--- config.mk ---
export PLATFORM = sky130hd
export DESIGN_NAME = divider_seq_66
export DESIGN_NICKNAME = d
export VERILOG_FILES = /design/src/rtl/divider_seq_66.sv
export SDC_FILE = /design/constraint.sdc
export NUM_CORES = 1
export LEC_CHECK = 0
export BUFFER_PORTS_ARGS = -buffer_cell sky130_fd_sc_hd__buf_2
export CAP_MARGIN = 20
export CORE_ASPECT_RATIO = 0.7
export CORE_MARGIN = 3
export CORE_UTILIZATION = 50
export DETAILED_ROUTE_END_ITERATION = 10
export GPL_TIMING_DRIVEN = 0
export PLACE_DENSITY = 0.7
export SYNTH_ARGS = -nofsm -noshare
export SYNTH_HDL_FRONTEND = slang
export SYNTH_SLANG_ARGS = --single-unit
--- constraint.sdc ---
create_clock -name clk -period 7.15 [get_ports clk]
set_clock_uncertainty 0.2 [all_clocks]
set_input_delay 1.0725 -clock clk [delete_from_list [all_inputs] [get_ports clk]]
set_output_delay 1.0725 -clock clk [all_outputs]
set_load 0.1 [all_outputs]
--- src/rtl/divider_seq_66.sv ---
// Sequential radix-2 restoring divider: 2*div_size-bit dividend by a
// div_size-bit divisor, one quotient bit per clock, valid/ready on both sides.
//
// state | meaning
// IDLE  | waiting for operands, in_ready high
// CALC  | shifting/subtracting one quotient bit per edge
// DONE  | result held on the outputs until the consumer takes it
module divider_seq_66 #(
  parameter int div_size = 66,
  parameter int iter_w   = 8
) (
  input  logic                    clk,
  input  logic                    rst,
  input  logic                    in_valid,
  output logic                    in_ready,
  input  logic [2*div_size-1:0]   dividend,
  input  logic [div_size-1:0]     divisor,
  output logic                    out_valid,
  input  logic                    out_ready,
  output logic [2*div_size-1:0]   quotient,
  output logic [div_size-1:0]     remainder,
  output logic                    div_zero
);

  localparam int q_w = 2 * div_size;
  localparam logic [iter_w-1:0] last_iter = iter_w'(q_w - 1);

  typedef enum logic [1:0] {IDLE, CALC, DONE} state_t;

  state_t               state;
  logic [div_size:0]    r;
  logic [q_w-1:0]       q_sh;
  logic [div_size-1:0]  dvsr;
  logic [iter_w-1:0]    cnt;

  logic [div_size+1:0]  diff;
  logic                 ge;
  logic [div_size:0]    r_next;
  logic [q_w-1:0]       q_next;

  // Operand acceptance depends only on the state.
  assign in_ready = (state == IDLE);

  // One restoring step. The stored remainder is always below the divisor, so its
  // top bit is zero and the borrow out of the wide subtraction is the compare.
  always_comb begin
    diff   = {r, q_sh[q_w-1]} - {2'b00, dvsr};
    ge     = ~diff[div_size+1];
    r_next = ge ? diff[div_size:0] : {r[div_size-1:0], q_sh[q_w-1]};
    q_next = {q_sh[q_w-2:0], ge};
  end

  // Control FSM and datapath registers; outputs update only when a result retires.
  always_ff @(posedge clk) begin
    if (rst) begin
      state     <= IDLE;
      r         <= '0;
      q_sh      <= '0;
      dvsr      <= '0;
      cnt       <= '0;
      quotient  <= '0;
      remainder <= '0;
      div_zero  <= 1'b0;
      out_valid <= 1'b0;
    end else begin
      case (state)
        IDLE: begin
          if (in_valid) begin
            dvsr  <= divisor;
            q_sh  <= dividend;
            r     <= '0;
            cnt   <= '0;
            state <= CALC;
          end
        end
        CALC: begin
          if (dvsr == '0) begin
            // Zero divisor retires after a single cycle with a flagged result.
            quotient  <= '1;
            remainder <= '0;
            div_zero  <= 1'b1;
            out_valid <= 1'b1;
            state     <= DONE;
          end else begin
            r    <= r_next;
            q_sh <= q_next;
            cnt  <= cnt + iter_w'(1);
            if (cnt == last_iter) begin
              quotient  <= q_next;
              remainder <= r_next[div_size-1:0];
              div_zero  <= 1'b0;
              out_valid <= 1'b1;
              state     <= DONE;
            end
          end
        end
        DONE: begin
          if (out_ready) begin
            out_valid <= 1'b0;
            state     <= IDLE;
          end
        end
        default: state <= IDLE;
      endcase
    end
  end

endmodule

Word-level counts from Yosys, hierarchy flattened. Cells that the tools add are included.

Register bits: 475. Latch bits: 0. Memory bits (writable): 0. Memory bits (read-only): 0. Input port bits: 202. Output and inout port bits: 201. Word-level logic and storage cells: 54. Memories kept: 0.

Add/sub/neg operators: 2. $mul: 0. Div/mod/pow operators: 0. Magnitude comparators: 0. Equality and inequality tests: 7. Shift operators: 0. Muxes and demuxes: 25. Bitwise logic cells: 1. Reduce and logical (&&, ||, !) cells: 10.

Operator list (number): 2-to-1 mux 132 bit (4); case mux 132 bit (2 select lines) (1); 2-to-1 mux 67 bit (3); case mux 67 bit (2 select lines) (1); 2-to-1 mux 66 bit (2); subtractor 68 x 66 -> 68 bit (1); zero test 66 bit (1); 2-to-1 mux 8 bit (2); case mux 8 bit (2 select lines) (1); AND reduction 3 bit (3); adder 8 x 1 -> 8 bit (second input constant) (1); == test 8 bit (second input constant) (1); 2-to-1 mux 2 bit (4); inequality test 2 bit (second input constant) (3); case mux 2 bit (3 select lines) (1); nonzero test 2 bit (3); 2-to-1 mux 1 bit (5); AND reduction 2 bit (2); inequality test 3 bit (second input constant) (1); == test 2 x 1 -> 1 bit (second input constant) (1); == test 2 bit (second input constant) (1); zero test 2 bit (1); case mux 1 bit (2 select lines) (1); inverter 1 bit (1).

Longest topological paths before layout.
Depth in word-level cells: 4. Mapped depth: 16. Mapped depth without buffers: 13.

Worst setup path before layout. OpenSTA, ideal clock, no wires.

Path kind: register to register. Start: register dvsr[2]. End: register remainder[64]. Setup time: 118 ps. Arrival time: 3221 ps. Required time: 6832 ps. Slack: 3612 ps. Cell stages (with the launch flop): 13. Buffers on the path: 0. Period minus slack after synthesis: 3538 ps. Path through: dfxtp_1 inv_1 ha_1 nor2b_1 o31ai_1 a211oi_1 a32o_1 a2111oi_0 o21ai_0 o211ai_1 mux2_2 a41o_1 a22o_1.

Longest elaborated chain between the ends: 4. Elaborated cells on any way between the ends: 7. Classes of those cells: add/sub (1); mux (3); reduce/logical (3).

RTL lines: start, declared (RTL line 33) `logic [div_size-1:0] dvsr;`; start signal, assigned (RTL line 69) `dvsr <= divisor;`; subtractor 68 x 66 -> 68 bit (RTL line 47) `diff = {r, q_sh[q_w-1]} - {2'b00, dvsr};`; 2-to-1 mux 67 bit (RTL line 49) `r_next = ge ? diff[div_size:0] : {r[div_size-1:0], q_sh[q_w-1]};`; 2-to-1 mux 66 bit (RTL line 88) `if (cnt == last_iter) begin`; 2-to-1 mux 66 bit (RTL line 77) `if (dvsr == '0) begin`; end signal, assigned (RTL line 90) `remainder <= r_next[div_size-1:0];`; end, declared (RTL line 21) `output logic [div_size-1:0] remainder,`.

Parallel ways exist; a longest one is shown, timed or not. The select of a mux whose other input is x is not followed. A chain may end at the register's enable or synchronous reset.

Final worst setup path.
Start: register dvsr[2]. End: register r[64].

Longest elaborated chain between the ends: 4. Elaborated cells on any way between the ends: 7. Classes of those cells: add/sub (1); eq/ne (1); mux (3); reduce/logical (2).

RTL lines: subtractor 68 x 66 -> 68 bit (RTL line 47); 2-to-1 mux 67 bit (RTL line 49); 2-to-1 mux 67 bit (RTL line 77); case mux 67 bit (2 select lines) (RTL line 66) `case (state)`; end signal, assigned (RTL line 85) `r <= r_next;`; end, declared (RTL line 31) `logic [div_size:0] r;`.

Parallel ways exist; a longest one is shown, timed or not. The select of a mux whose other input is x is not followed.

==> reports/metrics.json <==
{
  "outcome": {"value": "completed"},
  "setup_viol": {"value": 0},
  "postRouteAntennaNets": {"value": 0},
  "nets": {"value": 3464},
  "timing.setup.critical_path_class": {"value": "flip-flop to flip-flop"},
  "crit_path_max_incr_delay": {"value": 0.59, "unit": "ns"},
  "grt_use_total": {"value": 30.69, "unit": "%"},
  "place_congestion": {"value": 0.9521},
  "finalSetupTns": {"value": 0, "unit": "ns"},
  "cts.hold.buffers_added": {"value": 0},
  "nFillCells": {"value": 3924},
  "arrival": {"value": 4.88, "unit": "ns"},
  "drc_errors": {"value": 0},
  "die_y": {"value": 180.7, "unit": "um"},
  "worst_ir_drop_vdd": {"value": 207.0, "unit": "uV"},
  "synthDominantCellAreaShare": {"value": 43.65, "unit": "%"},
  "share_of_async_settable_or_async_resettable_flops_after_synthesis": {"value": 0, "unit": "%"},
  "worstSetupStartpoint": {"value": "dvsr[2]"},
  "first_pass_grt_wire_length": {"value": 114900, "unit": "um"},
  "final_report_hold_violation_count": {"value": 0},
  "tightest_slew": {"value": 1.130, "unit": "ns"},
  "hold_class": {"value": "flip-flop to flip-flop"},
  "die_width": {"value": 255.5, "unit": "um"},
  "detailedRoute.firstPassIterationCount": {"value": 5},
  "endpoint_kind": {"value": "flip-flop"},
  "cts_repair_resize_count": {"value": 0},
  "critical-path-slowest-cell": {"value": "o211ai_1"},
  "drv.max_cap_violation_count": {"value": 0},
  "synthDominantAreaCellType": {"value": "dfxtp_1"},
  "hp-start": {"value": "remainder[49]"},
  "synth.distinct_cells": {"value": 69},
  "cts_buffers": {"value": 45},
  "post-route-period-util": {"value": 64.44, "unit": "%"},
  "synth_fp_nets": {"value": 3015},
  "cell_types_with_the_largest_area_share_after_synthesis": {"value": "dfxtp_1, nand2_1, nor2_1, a311oi_1, o21ai_0"},
  "num_vias": {"value": 22289},
  "multi_input_combinational_cell_area": {"value": 11120, "unit": "sq um"},
  "grt_pass1_vias": {"value": 21013},
  "dp_cells": {"value": 3731},
  "syn_to_final_growth": {"value": 19.32, "unit": "%"},
  "reg2regPathDepth": {"value": 13},
  "regArea": {"value": 9509, "unit": "sq um"},
  "synth_common_cells": {"value": "nand2_1, dfxtp_1, nor2_1"},
  "worstSetupEndpoint": {"value": "r[64]"},
  "synth_instances": {"value": 2745},
  "synth_edf_count": {"value": 0},
  "cts_setup_buffers": {"value": 0},
  "final.min_clock_period": {"value": 4.608, "unit": "ns"},
  "ys_dominant_reg_cell": {"value": "dfxtp_1"},
  "achievable-frequency": {"value": 217.0, "unit": "MHz"},
  "launching_point_of_the_worst_reg2reg_path": {"value": "dvsr[2]"},
  "per_cell_routed_wire_length": {"value": 19.33, "unit": "um"},
  "cts_max_path_buffers": {"value": 3},
  "power_leakage": {"value": 0.01129, "unit": "uW"},
  "core.rowCount": {"value": 63},
  "core-area": {"value": 42640, "unit": "sq um"},
  "cp.required": {"value": 7.42, "unit": "ns"},
  "initial_core_util": {"value": 51.09, "unit": "%"},
  "timing.critical_path.cells": {"value": "inv_1, ha_1, nor2b_1, o31ai_1, a211oi_1, a32o_1, a2111oi_0, clkbuf_2, o21ai_0, o211ai_1, mux2_2, a41o_1, a22o_1"},
  "synth_seq_area_share": {"value": 43.65, "unit": "%"},
  "detailedPlacementHpwl": {"value": 57240, "unit": "um"},
  "grt_overflow": {"value": 0},
  "pin_count": {"value": 403},
  "crit-reg2reg-capture": {"value": "r[64]"},
  "slew_headroom": {"value": 24.65, "unit": "%"},
  "detail_route.iter0.violations": {"value": 2068},
  "clkSlewWorstSetupHoldPaths": {"value": 0.06, "unit": "ns"},
  "syn_area": {"value": 21790, "unit": "sq um"},
  "finish.cell_count_without_fillers": {"value": 3826},
  "maxSlewViolCount": {"value": 0},
  "final_layout_size_suffix_gt1_share": {"value": 15.46, "unit": "%"},
  "clock_insertion_delay_worst_skew": {"value": 0.57, "unit": "ns"},
  "start_kind": {"value": "flip-flop"},
  "synth-seq-cells": {"value": 475},
  "syn-mean-instance-area": {"value": 7.937, "unit": "sq um"},
  "reg2reg_setup_slack": {"value": 2.54, "unit": "ns"},
  "total_power_density_per_cell_area": {"value": 391.3, "unit": "nW/um^2"},
  "pin_count_of_the_biggest_net_entering_global_routing": {"value": 15},
  "number_of_antenna_violations_at_the_first_check_in_global_routing": {"value": 20},
  "clock_sink_count": {"value": 475},
  "portBuffers": {"value": 401},
  "cts-root-buf": {"value": "clkbuf_16"},
  "synth.yosys.warnings": {"value": 0},
  "setup_repair_after_global_routing_missed_its_margin": {"value": "no"},
  "tritoncts_clock_tree": {"value": "yes"},
  "total_wirelength_of_the_detailed_routed_design": {"value": 73940, "unit": "um"},
  "cts_max_level": {"value": 2},
  "detail_route.vias_per_cell": {"value": 5.826},
  "critical_path_peak_fanout": {"value": 4},
  "die_area": {"value": 46160, "unit": "sq um"},
  "synth.most_common_cell": {"value": "nand2_1"}
}
## metal layers
metal / wire length (um) / up-vias / track usage [%] / part of all wire (%)
met4: 2834 / 8 / 11.46 / 3.8
li1: - / 10605 / - / -
met5: 63 / - / 0 / 0.085
met1: 33280 / 10540 / 43.49 / 45
met2: 31300 / 967 / 45.66 / 42
met3: 6468 / 169 / 6.925 / 8.7
## flip-flops by register name, summed over array words and instances (netlist names)
| signal | cells |
|---|---|
| state | 2 |
| r | 67 |
| quotient | 132 |
| cnt | 8 |
| dvsr | 66 |
| out_valid | 1 |
| div_zero | 1 |
| remainder | 66 |
| q_sh | 132 |
## cell families (layout without fill, tap and decap cells)
group / after synthesis / in the layout / synth area share [%]
AOI/OAI and AO/OA: 762 / 762 / 22.86
buffers and inverters: 297 / 779 / 5.335
and+or+nand+nor: 1032 / 1032 / 19.47
muxes: 47 / 47 / 2.171
xor gates and xnor gates: 64 / 64 / 2.573
DFF: 475 / 475 / 43.65
other: 0 / 14 / 0
adders and majority gates: 68 / 68 / 3.940
## layout by cell type, fill, tap and decap left out, types with 5 or more instances in the layout
cell       netlist  final
nand2_1        559    559
dfxtp_1        475    475
buf_2            7    408
nor2_1         321    321
clkbuf_1       194    205
o21ai_0        168    168
a21oi_1        151    151
o22ai_1        132    132
a311oi_1       131    131
inv_1           82     82
ha_1            67     67
a21o_1          54     54
clkbuf_16        0     46
mux2i_1         45     45
xnor2_1         35     35
nand3_1         30     30
xor2_1          29     29
nand4_1         26     26
a32oi_1         23     23
nor4_1          22     22
diode_2          0     14
a31oi_1         14     14
o21a_1          13     13
nor3_1          12     12
clkinv_2         0     11
o21bai_1        10     10
nor2b_1          9      9
or3_1            9      9
and3_1           9      9
a211oi_1         8      8
a22o_1           8      8
clkbuf_8         0      8
buf_1            7      7
and2_1           7      7
a211o_1          6      6
o211ai_1         6      6
o21ai_1          6      6
a41oi_1          5      5
## metrics by stage
stage	hold WS, ns	power, uW	util [%]	setup slack (ns)	instance area (sq um)
after floorplan	0.2440	6406	-	3.612	21790
after global placement	0.2305	7682	57.51	2.094	24530
after detailed placement	0.2371	7719	57.51	2.032	24530
after CTS	0.2506	10100	60.87	2.022	25960
after global routing	0.2710	10760	60.95	2.296	25990
final	0.2445	10170	60.96	2.542	26000
## power breakdown
| part | switching [uW] | total (uW) | internal (uW) | leakage (uW) |
|---|---|---|---|---|
| Sequential | 188 | 3040 | 2850 | 0.00387 |
| Clock | 1050 | 2350 | 1310 | 0.000711 |
| Combinational | 2990 | 4780 | 1780 | 0.00671 |
## worst min-delay path by stage
stage	endpoint	slack (ns)	cells past startpoint
finish	remainder[49]	0.24	2
global route	remainder[47]	0.27	2
CTS	remainder[40]	0.25	2
detailed placement	remainder[40]	0.24	2
global placement	remainder[45]	0.23	2
floorplan	r[66]	0.24	1
## critical path: cells and delay by family (launching register included)
family	cells	cell delay (ns)
mux	1	0.41
simple gates	1	0.17
buf+inv	2	0.30
compound gates	8	2.76
fa+ha+maj	1	0.31
flops	1	0.35
## final cells by class
type | count | share of cell area [%]
Antenna cell | 14 | 0.1348
Buffer | 215 | 3.287
Clock buffer | 65 | 5.010
Clock inverter | 15 | 0.4957
Inverter | 82 | 1.184
Multi-Input combinational cell | 1973 | 42.76
Sequential cell | 475 | 36.58
Tap cell | 585 | 2.815
Timing Repair Buffer | 402 | 7.739
Note: power is estimated with default switching activity, not from simulation.
